--- config.mk ---
export PLATFORM = sky130hd
export DESIGN_NAME = regfile_write_arbiter
export DESIGN_NICKNAME = d
export VERILOG_FILES = /design/src/rtl/regfile_write_arbiter.sv
export SDC_FILE = /design/constraint.sdc
export NUM_CORES = 1
export LEC_CHECK = 0
export ABC_AREA = 1
export BUFFER_PORTS_ARGS = -buffer_cell sky130_fd_sc_hd__buf_2
export CAP_MARGIN = 20
export CORE_MARGIN = 1.5
export CORE_UTILIZATION = 30
export CTS_CLUSTER_SIZE = 24
export DETAILED_ROUTE_END_ITERATION = 8
export HOLD_SLACK_MARGIN = 0.08
export MAX_ROUTING_LAYER = met4
export PLACE_DENSITY = 0.47
export SYNTH_ARGS = -nofsm -noshare
export SYNTH_HDL_FRONTEND = slang
export SYNTH_SLANG_ARGS = --single-unit
--- constraint.sdc ---
create_clock -name Clk -period 1.4 [get_ports Clk]
set_clock_uncertainty 0.2 [all_clocks]
set_input_delay 0.14 -clock Clk [delete_from_list [all_inputs] [get_ports Clk]]
set_output_delay 0.14 -clock Clk [all_outputs]
set_load 0.01 [all_outputs]
--- src/rtl/regfile_write_arbiter.sv ---
// Shares the register-file write port between two valid/ready requesters.
// A post-reset scrub zeroes registers 1..NUM_REGS-1, then A and B are served round-robin.
module regfile_write_arbiter #(
  parameter int DATA_WIDTH = 32,
  parameter int ADDR_WIDTH = 5,
  parameter int NUM_REGS   = 32
) (
  input  logic                  Clk,
  input  logic                  Reset_n,
  input  logic                  ReqValidA,
  output logic                  ReqReadyA,
  input  logic [ADDR_WIDTH-1:0] ReqAddrA,
  input  logic [DATA_WIDTH-1:0] ReqDataA,
  input  logic                  ReqValidB,
  output logic                  ReqReadyB,
  input  logic [ADDR_WIDTH-1:0] ReqAddrB,
  input  logic [DATA_WIDTH-1:0] ReqDataB,
  output logic                  RegWrite,
  output logic [ADDR_WIDTH-1:0] WriteRegister,
  output logic [DATA_WIDTH-1:0] WriteData,
  output logic                  GrantA,
  output logic                  GrantB,
  output logic                  InitDone
);

  typedef enum logic [0:0] {ST_INIT = 1'b0, ST_RUN = 1'b1} state_t;

  localparam logic [ADDR_WIDTH-1:0] ZERO_ADDR = {ADDR_WIDTH{1'b0}};
  localparam logic [ADDR_WIDTH-1:0] ONE_ADDR  = ADDR_WIDTH'(32'd1);
  localparam logic [ADDR_WIDTH-1:0] LAST_ADDR = ADDR_WIDTH'(NUM_REGS - 1);
  localparam logic [DATA_WIDTH-1:0] ZERO_DATA = {DATA_WIDTH{1'b0}};

  state_t                  state_r, state_next_s;
  logic [ADDR_WIDTH-1:0]   cnt_r, cnt_next_s;
  logic                    ptr_r, ptr_next_s;          // 0 = A has priority, 1 = B
  logic                    hold_valid_a_r, hold_valid_a_next_s;
  logic                    hold_valid_b_r, hold_valid_b_next_s;
  logic [ADDR_WIDTH-1:0]   hold_addr_a_r, hold_addr_a_next_s;
  logic [ADDR_WIDTH-1:0]   hold_addr_b_r, hold_addr_b_next_s;
  logic [DATA_WIDTH-1:0]   hold_data_a_r, hold_data_a_next_s;
  logic [DATA_WIDTH-1:0]   hold_data_b_r, hold_data_b_next_s;
  logic                    regwrite_r, regwrite_next_s;
  logic [ADDR_WIDTH-1:0]   wreg_r, wreg_next_s;
  logic [DATA_WIDTH-1:0]   wdata_r, wdata_next_s;
  logic                    grant_a_r, grant_a_next_s;
  logic                    grant_b_r, grant_b_next_s;
  logic                    done_r, done_next_s;

  logic run_s, grant_a_s, grant_b_s, accept_a_s, accept_b_s;

  // The pointer only breaks ties; a lone valid hold always wins.
  assign run_s      = (state_r == ST_RUN);
  assign grant_a_s  = run_s & hold_valid_a_r & (~hold_valid_b_r | ~ptr_r);
  assign grant_b_s  = run_s & hold_valid_b_r & (~hold_valid_a_r |  ptr_r);
  assign ReqReadyA  = run_s & (~hold_valid_a_r | grant_a_s);
  assign ReqReadyB  = run_s & (~hold_valid_b_r | grant_b_s);
  assign accept_a_s = ReqValidA & ReqReadyA;
  assign accept_b_s = ReqValidB & ReqReadyB;

  assign RegWrite      = regwrite_r;
  assign WriteRegister = wreg_r;
  assign WriteData     = wdata_r;
  assign GrantA        = grant_a_r;
  assign GrantB        = grant_b_r;
  assign InitDone      = done_r;

  // Next-state, hold-buffer and write-port computation for scrub and run phases.
  always_comb begin
    state_next_s        = state_r;
    cnt_next_s          = cnt_r;
    ptr_next_s          = ptr_r;
    hold_valid_a_next_s = hold_valid_a_r;
    hold_valid_b_next_s = hold_valid_b_r;
    hold_addr_a_next_s  = hold_addr_a_r;
    hold_addr_b_next_s  = hold_addr_b_r;
    hold_data_a_next_s  = hold_data_a_r;
    hold_data_b_next_s  = hold_data_b_r;
    regwrite_next_s     = 1'b0;
    wreg_next_s         = wreg_r;
    wdata_next_s        = wdata_r;
    grant_a_next_s      = 1'b0;
    grant_b_next_s      = 1'b0;
    done_next_s         = done_r;
    case (state_r)
      ST_INIT: begin
        regwrite_next_s = 1'b1;
        wreg_next_s     = cnt_r;
        wdata_next_s    = ZERO_DATA;
        cnt_next_s      = cnt_r + ONE_ADDR;
        if (cnt_r == LAST_ADDR) begin
          state_next_s = ST_RUN;
          done_next_s  = 1'b1;
        end else begin
          state_next_s = ST_INIT;
        end
      end
      ST_RUN: begin
        // Register 0 is granted like any other address but never written.
        if (grant_a_s) begin
          regwrite_next_s = (hold_addr_a_r != ZERO_ADDR);
          wreg_next_s     = hold_addr_a_r;
          wdata_next_s    = hold_data_a_r;
          grant_a_next_s  = 1'b1;
        end else if (grant_b_s) begin
          regwrite_next_s = (hold_addr_b_r != ZERO_ADDR);
          wreg_next_s     = hold_addr_b_r;
          wdata_next_s    = hold_data_b_r;
          grant_b_next_s  = 1'b1;
        end else begin
          regwrite_next_s = 1'b0;
        end
        if (hold_valid_a_r & hold_valid_b_r) begin
          ptr_next_s = grant_a_s;
        end else begin
          ptr_next_s = ptr_r;
        end
        if (accept_a_s) begin
          hold_valid_a_next_s = 1'b1;
          hold_addr_a_next_s  = ReqAddrA;
          hold_data_a_next_s  = ReqDataA;
        end else if (grant_a_s) begin
          hold_valid_a_next_s = 1'b0;
        end else begin
          hold_valid_a_next_s = hold_valid_a_r;
        end
        if (accept_b_s) begin
          hold_valid_b_next_s = 1'b1;
          hold_addr_b_next_s  = ReqAddrB;
          hold_data_b_next_s  = ReqDataB;
        end else if (grant_b_s) begin
          hold_valid_b_next_s = 1'b0;
        end else begin
          hold_valid_b_next_s = hold_valid_b_r;
        end
      end
      default: begin
        state_next_s = ST_INIT;
      end
    endcase
  end

  // State and output registers; reset restarts the scrub and drops held requests.
  always_ff @(posedge Clk or negedge Reset_n) begin
    if (!Reset_n) begin
      state_r        <= ST_INIT;
      cnt_r          <= ONE_ADDR;
      ptr_r          <= 1'b0;
      hold_valid_a_r <= 1'b0;
      hold_valid_b_r <= 1'b0;
      hold_addr_a_r  <= ZERO_ADDR;
      hold_addr_b_r  <= ZERO_ADDR;
      hold_data_a_r  <= ZERO_DATA;
      hold_data_b_r  <= ZERO_DATA;
      regwrite_r     <= 1'b0;
      wreg_r         <= ZERO_ADDR;
      wdata_r        <= ZERO_DATA;
      grant_a_r      <= 1'b0;
      grant_b_r      <= 1'b0;
      done_r         <= 1'b0;
    end else begin
      state_r        <= state_next_s;
      cnt_r          <= cnt_next_s;
      ptr_r          <= ptr_next_s;
      hold_valid_a_r <= hold_valid_a_next_s;
      hold_valid_b_r <= hold_valid_b_next_s;
      hold_addr_a_r  <= hold_addr_a_next_s;
      hold_addr_b_r  <= hold_addr_b_next_s;
      hold_data_a_r  <= hold_data_a_next_s;
      hold_data_b_r  <= hold_data_b_next_s;
      regwrite_r     <= regwrite_next_s;
      wreg_r         <= wreg_next_s;
      wdata_r        <= wdata_next_s;
      grant_a_r      <= grant_a_next_s;
      grant_b_r      <= grant_b_next_s;
      done_r         <= done_next_s;
    end
  end

endmodule

# Word level (Yosys, flattened, before mapping)
# Index checks and enable logic that the tools add are counted.
# classes
addsub,1
n_eq_ne,2
mux,20
n_bitwise,17
n_reduce_logical,10
# op_table
operator,n
32-bit 2-to-1 mux,2
32-bit case mux with 2 select lines,1
1-bit 2-to-1 mux,13
2-bit AND reduction,6
5-bit 2-to-1 mux,2
5-bit case mux with 2 select lines,1
5-bit nonzero test,2
1-bit bitwise AND,9
5-bit by 1-bit adder with 5-bit output (second input constant),1
5-bit equality test (second input constant),1
1-bit NOT,4
1-bit bitwise OR,4
2-bit nonzero test,2
3-bit by 1-bit != test with 1-bit output (second input constant),1
1-bit case mux with 2 select lines,1
# word_totals
ff_bits,124
inputBits,78
elab_cells,65

# Depth between registers and ports, before layout
# depth
depth_word,8
depth_mapped,8
depth_no_buf,7

# Worst setup path after synthesis
# Ideal clock, no wire load.
# synth_path
path_type,reg2reg
startpoint,reg cnt_r[0]
endpoint,reg cnt_r[4]
arrival_time_ps,1154
path_slack_ps,-84
stages_incl_launch_ff,7
n_path_buf,0
path_cell_list,dfstp_2 ha_1 nand2_1 nor2_1 ha_1 nand2_1 o21ai_0
# synth_via
elab_chain_len,1
# synth_lines
element,line,text
start: declaration,34,"logic [ADDR_WIDTH-1:0] cnt_r, cnt_next_s;"
start signal: assignment,162,cnt_r <= cnt_next_s;
5-bit by 1-bit adder with 5-bit output,89,cnt_next_s = cnt_r + ONE_ADDR;
# No other way between the ends.
# A chain may end at the register's enable or synchronous reset.

# Final worst setup path
# layout_path
startpoint,reg hold_valid_a_r
endpoint,out ReqReadyA
# layout_via
elab_chain_len,4
# layout_lines
element,line,text
start: declaration,36,"logic hold_valid_a_r, hold_valid_a_next_s;"
start signal: assignment,164,hold_valid_a_r <= hold_valid_a_next_s;
1-bit bitwise AND (2 in a row),53,assign grant_a_s = run_s & hold_valid_a_r & (~hold_valid_b_r | ~ptr_r);
1-bit bitwise OR *,55,assign ReqReadyA = run_s & (~hold_valid_a_r | grant_a_s);
1-bit bitwise AND *,55,
end: declaration,11,"output logic ReqReadyA,"
# Mark *: on every way between the ends. The rest lies on a longest branch, timed or not.

==> reports/results.ini <==
[outcome]
status=finished, violations left
failed_checks=setup timing

[timing]
tightest_slew_ps=352.0
setup_ws_ps=-379.4
post-route-min-period_ps=1779
setup_violations=119
finalCritPeriodShare_pct=127.1
fmax_mhz=562.0
hold_violations=0
maxSlewHeadroom_pct=76.45
rsz0062_at_grt=yes
drv_slew=0

[logic_synthesis]
seq_area_frac_synth_pct=56.06
async_flop_share_pct=100.0
synth_edf_count=0
synthCells=678
netlist_top_cells_area=dfrtp_1 (56%), nand2_1 (18%), nand3_1 (4.6%)
ys_warn_count=0
syn_area_um2=5538
ys_types=26
synth_nets=758
avgSynthCellArea_um2=8.168
yosys.cell_count.top_type=nand2_1
synth-main-ff-cell=dfrtp_1
synthTopCellsByCount=nand2_1 (267), dfrtp_1 (123), inv_1 (53), nand3_1 (51)
ys_ff_latch=124
synth_top_cell_area_share_pct=55.58
yosys.area.top_type=dfrtp_1

[setup_path]
critPathKind=reg -> out
cpMaxStageDelayCell=dfrtp_1
critPathLaunchType=flip-flop
path_cells=buf_6 -> a31oi_4 -> buf_8 -> buf_6
cp-end-kind=output port
cp-startpoint=hold_valid_a_r
r2r_cells=8
r2r_start=hold_valid_a_r
rr_endpoint=hold_data_a_r[13]
worstPathArrival_ps=1440
critical_path.most_common_cell=buf_6
cp.required_ps=1060
critPathMaxFanout=2
ff2ff_setup_slack_ps=-370
max_stage_delay_ps=410

[cts]
clock_latency_ps=420
cts-htree-levels=4
cts_buffers=17
cts_root_buffer=clkbuf_16
clock_path_buffers=2
cts_sinks=124
clk_pin_slew_ps=60
cts_tree=built

[power]
p_per_area_nw_per_um2=2183
p_int_mw=12.80
p_leak_nw=4.873
p_comb_share_pct=48.4
seqPwrFrac_pct=28.9
p_switching_mw=7.894
power.clock.fraction_pct=22.7
swShare_pct=38.14
ir_worst_vdd_v=0.001135

[routing]
wl_per_cell_um=17.01
m1WireLength_um=9362
ant_nets=0
dr.pass1.iters=7
wl_met3_um=1144
top_layer=met4
dr_wl_met2_um=9422
vias=5633
drc=0
vias_per_cell=4.754
wl_um=20160
first_iter_violations=316

[layout]
design_area_um2=9482
layoutNonFillerInstCount=1185
area_growth_pct=71.22
layout.nets=1023
drive_gt1_share_pct=39.23
antenna_cells=0

[global_route]
grt_max_degree=42
grt_usage_pct=19.42
overflow=0
antenna_found_initial=0
grt_pass1_wl_um=28770
grt_pass1_vias=5522

[die]
die_h_um=138.9
coreArea_um2=18020
start_util_pct=30.72
die_w_um=138.9
io_pins=121
die-area_um2=19280
num_rows=49

[placement]
dp.cells=1026
detailed_place_hpwl_um=11410
io_buffer_count=120
gp_congestion=0.8319
dpl_cell_area_um2=6666

[worst_hold_path]
hp-class=in -> async

[flow_run]
maxCapViolCount=0

## routing by layer
metal,GRT usage [%],up-vias
li1,-,2696
met1,26.45,2727
met2,29.47,186
met3,3.902,24
met4,5.482,0
met5,-,-
## worst max-delay path, delay by kind of cell, from the launching register on
| family | cells | cell delay, ps |
|---|---|---|
| compound gates | 1 | 230 |
| flops | 1 | 410 |
| buf+inv | 3 | 380 |
## sequential cells by signal, indices dropped and copies added (netlist names)
name	cells
hold_addr_b_r	5
hold_data_b_r	32
WriteRegister	5
WriteData	32
run_s	1
ptr_r	1
InitDone	1
hold_data_a_r	32
GrantA	1
GrantB	1
hold_addr_a_r	5
RegWrite	1
hold_valid_a_r	1
hold_valid_b_r	1
cnt_r	5
## kinds of logic (layout without fill, tap and decap cells)
logic type                 Yosys count  count (layout)  share of synthesized area (%)
AOI/OAI and AO/OA                   49              49                          4.677
xor gates and xnor gates             3               3                         0.4746
adders and majority gates            2               2                         0.4518
buffers and inverters              100             377                          8.043
DFF                                124             124                          56.06
and+or+nand+nor                    400             401                          30.30
## through the flow
step                TNS, ps  util [%]  hold WS [ps]  worst slack (ps)  total power, mW
global placement      -8409     36.98        -196.2            -139.1            12.11
global route         -40130     52.60         107.7            -420.4            21.95
CTS                  -23190     46.74         100.5            -332.3            17.91
finish               -34520     52.60         88.18            -379.4            20.70
detailed placement    -9403     36.98        -197.2            -135.7            12.21
floorplan            -287.8         -        -355.6            -83.74            9.697
## layout by cell type (no fill, tap or decap), types with 8 or more instances in the layout
cell,synthesis,routed
nand2_1,267,184
dfrtp_1,123,120
buf_2,20,117
dlygate4sd3_1,0,78
inv_1,53,52
nand2_2,1,52
nand3_1,51,42
nand4_1,39,39
buf_4,8,36
nor2_1,39,35
nand2_4,0,30
clkbuf_16,0,29
buf_6,2,27
o21ai_1,32,20
o21ai_2,1,18
buf_12,0,14
nand3_2,0,8
## cell type report
cell class | instances | area (um^2)
multi-input combinational | 455 | 2609
tap | 229 | 286.5
fill | 1645 | 8543
inverter | 56 | 222.7
sequential | 124 | 3108
timing repair buffer | 289 | 2634
clock inverter | 8 | 140.1
clock buffer | 24 | 481.7
## worst max path at each step
| stage | endpoint | slack [ps] |
|---|---|---|
| finish | ReqReadyA | -380 |
| global route | hold_data_a_r[13] | -420 |
| CTS | ReqReadyB | -330 |
| detailed placement | WriteData[21] | -140 |
| global placement | WriteData[0] | -140 |
| floorplan | cnt_r[4] | -80 |
## power groups by stage
stage / clock network [mW] / logic, mW / registers [mW]
6_report: 4.70 / 10.0 / 5.98
2_1_floorplan: 0 / 3.68 / 6.02
3_3_place_gp: 0 / 6.22 / 5.89
3_5_place_dp: 0 / 6.32 / 5.89
5_1_grt: 4.94 / 10.9 / 6.13
4_1_cts: 4.76 / 7.31 / 5.84
## timing repair
action / CTS / global route
gates resized for setup: 37 / 185
cloned: 5 / 16
hold buffers: 78 / 0
setup endpoints to repair: 112 / 122
pin swaps: 8 / 52
buffers inserted: 11 / 20
endpoints found under the hold margin: 199 / 0
(Power assumes the default switching activity.)
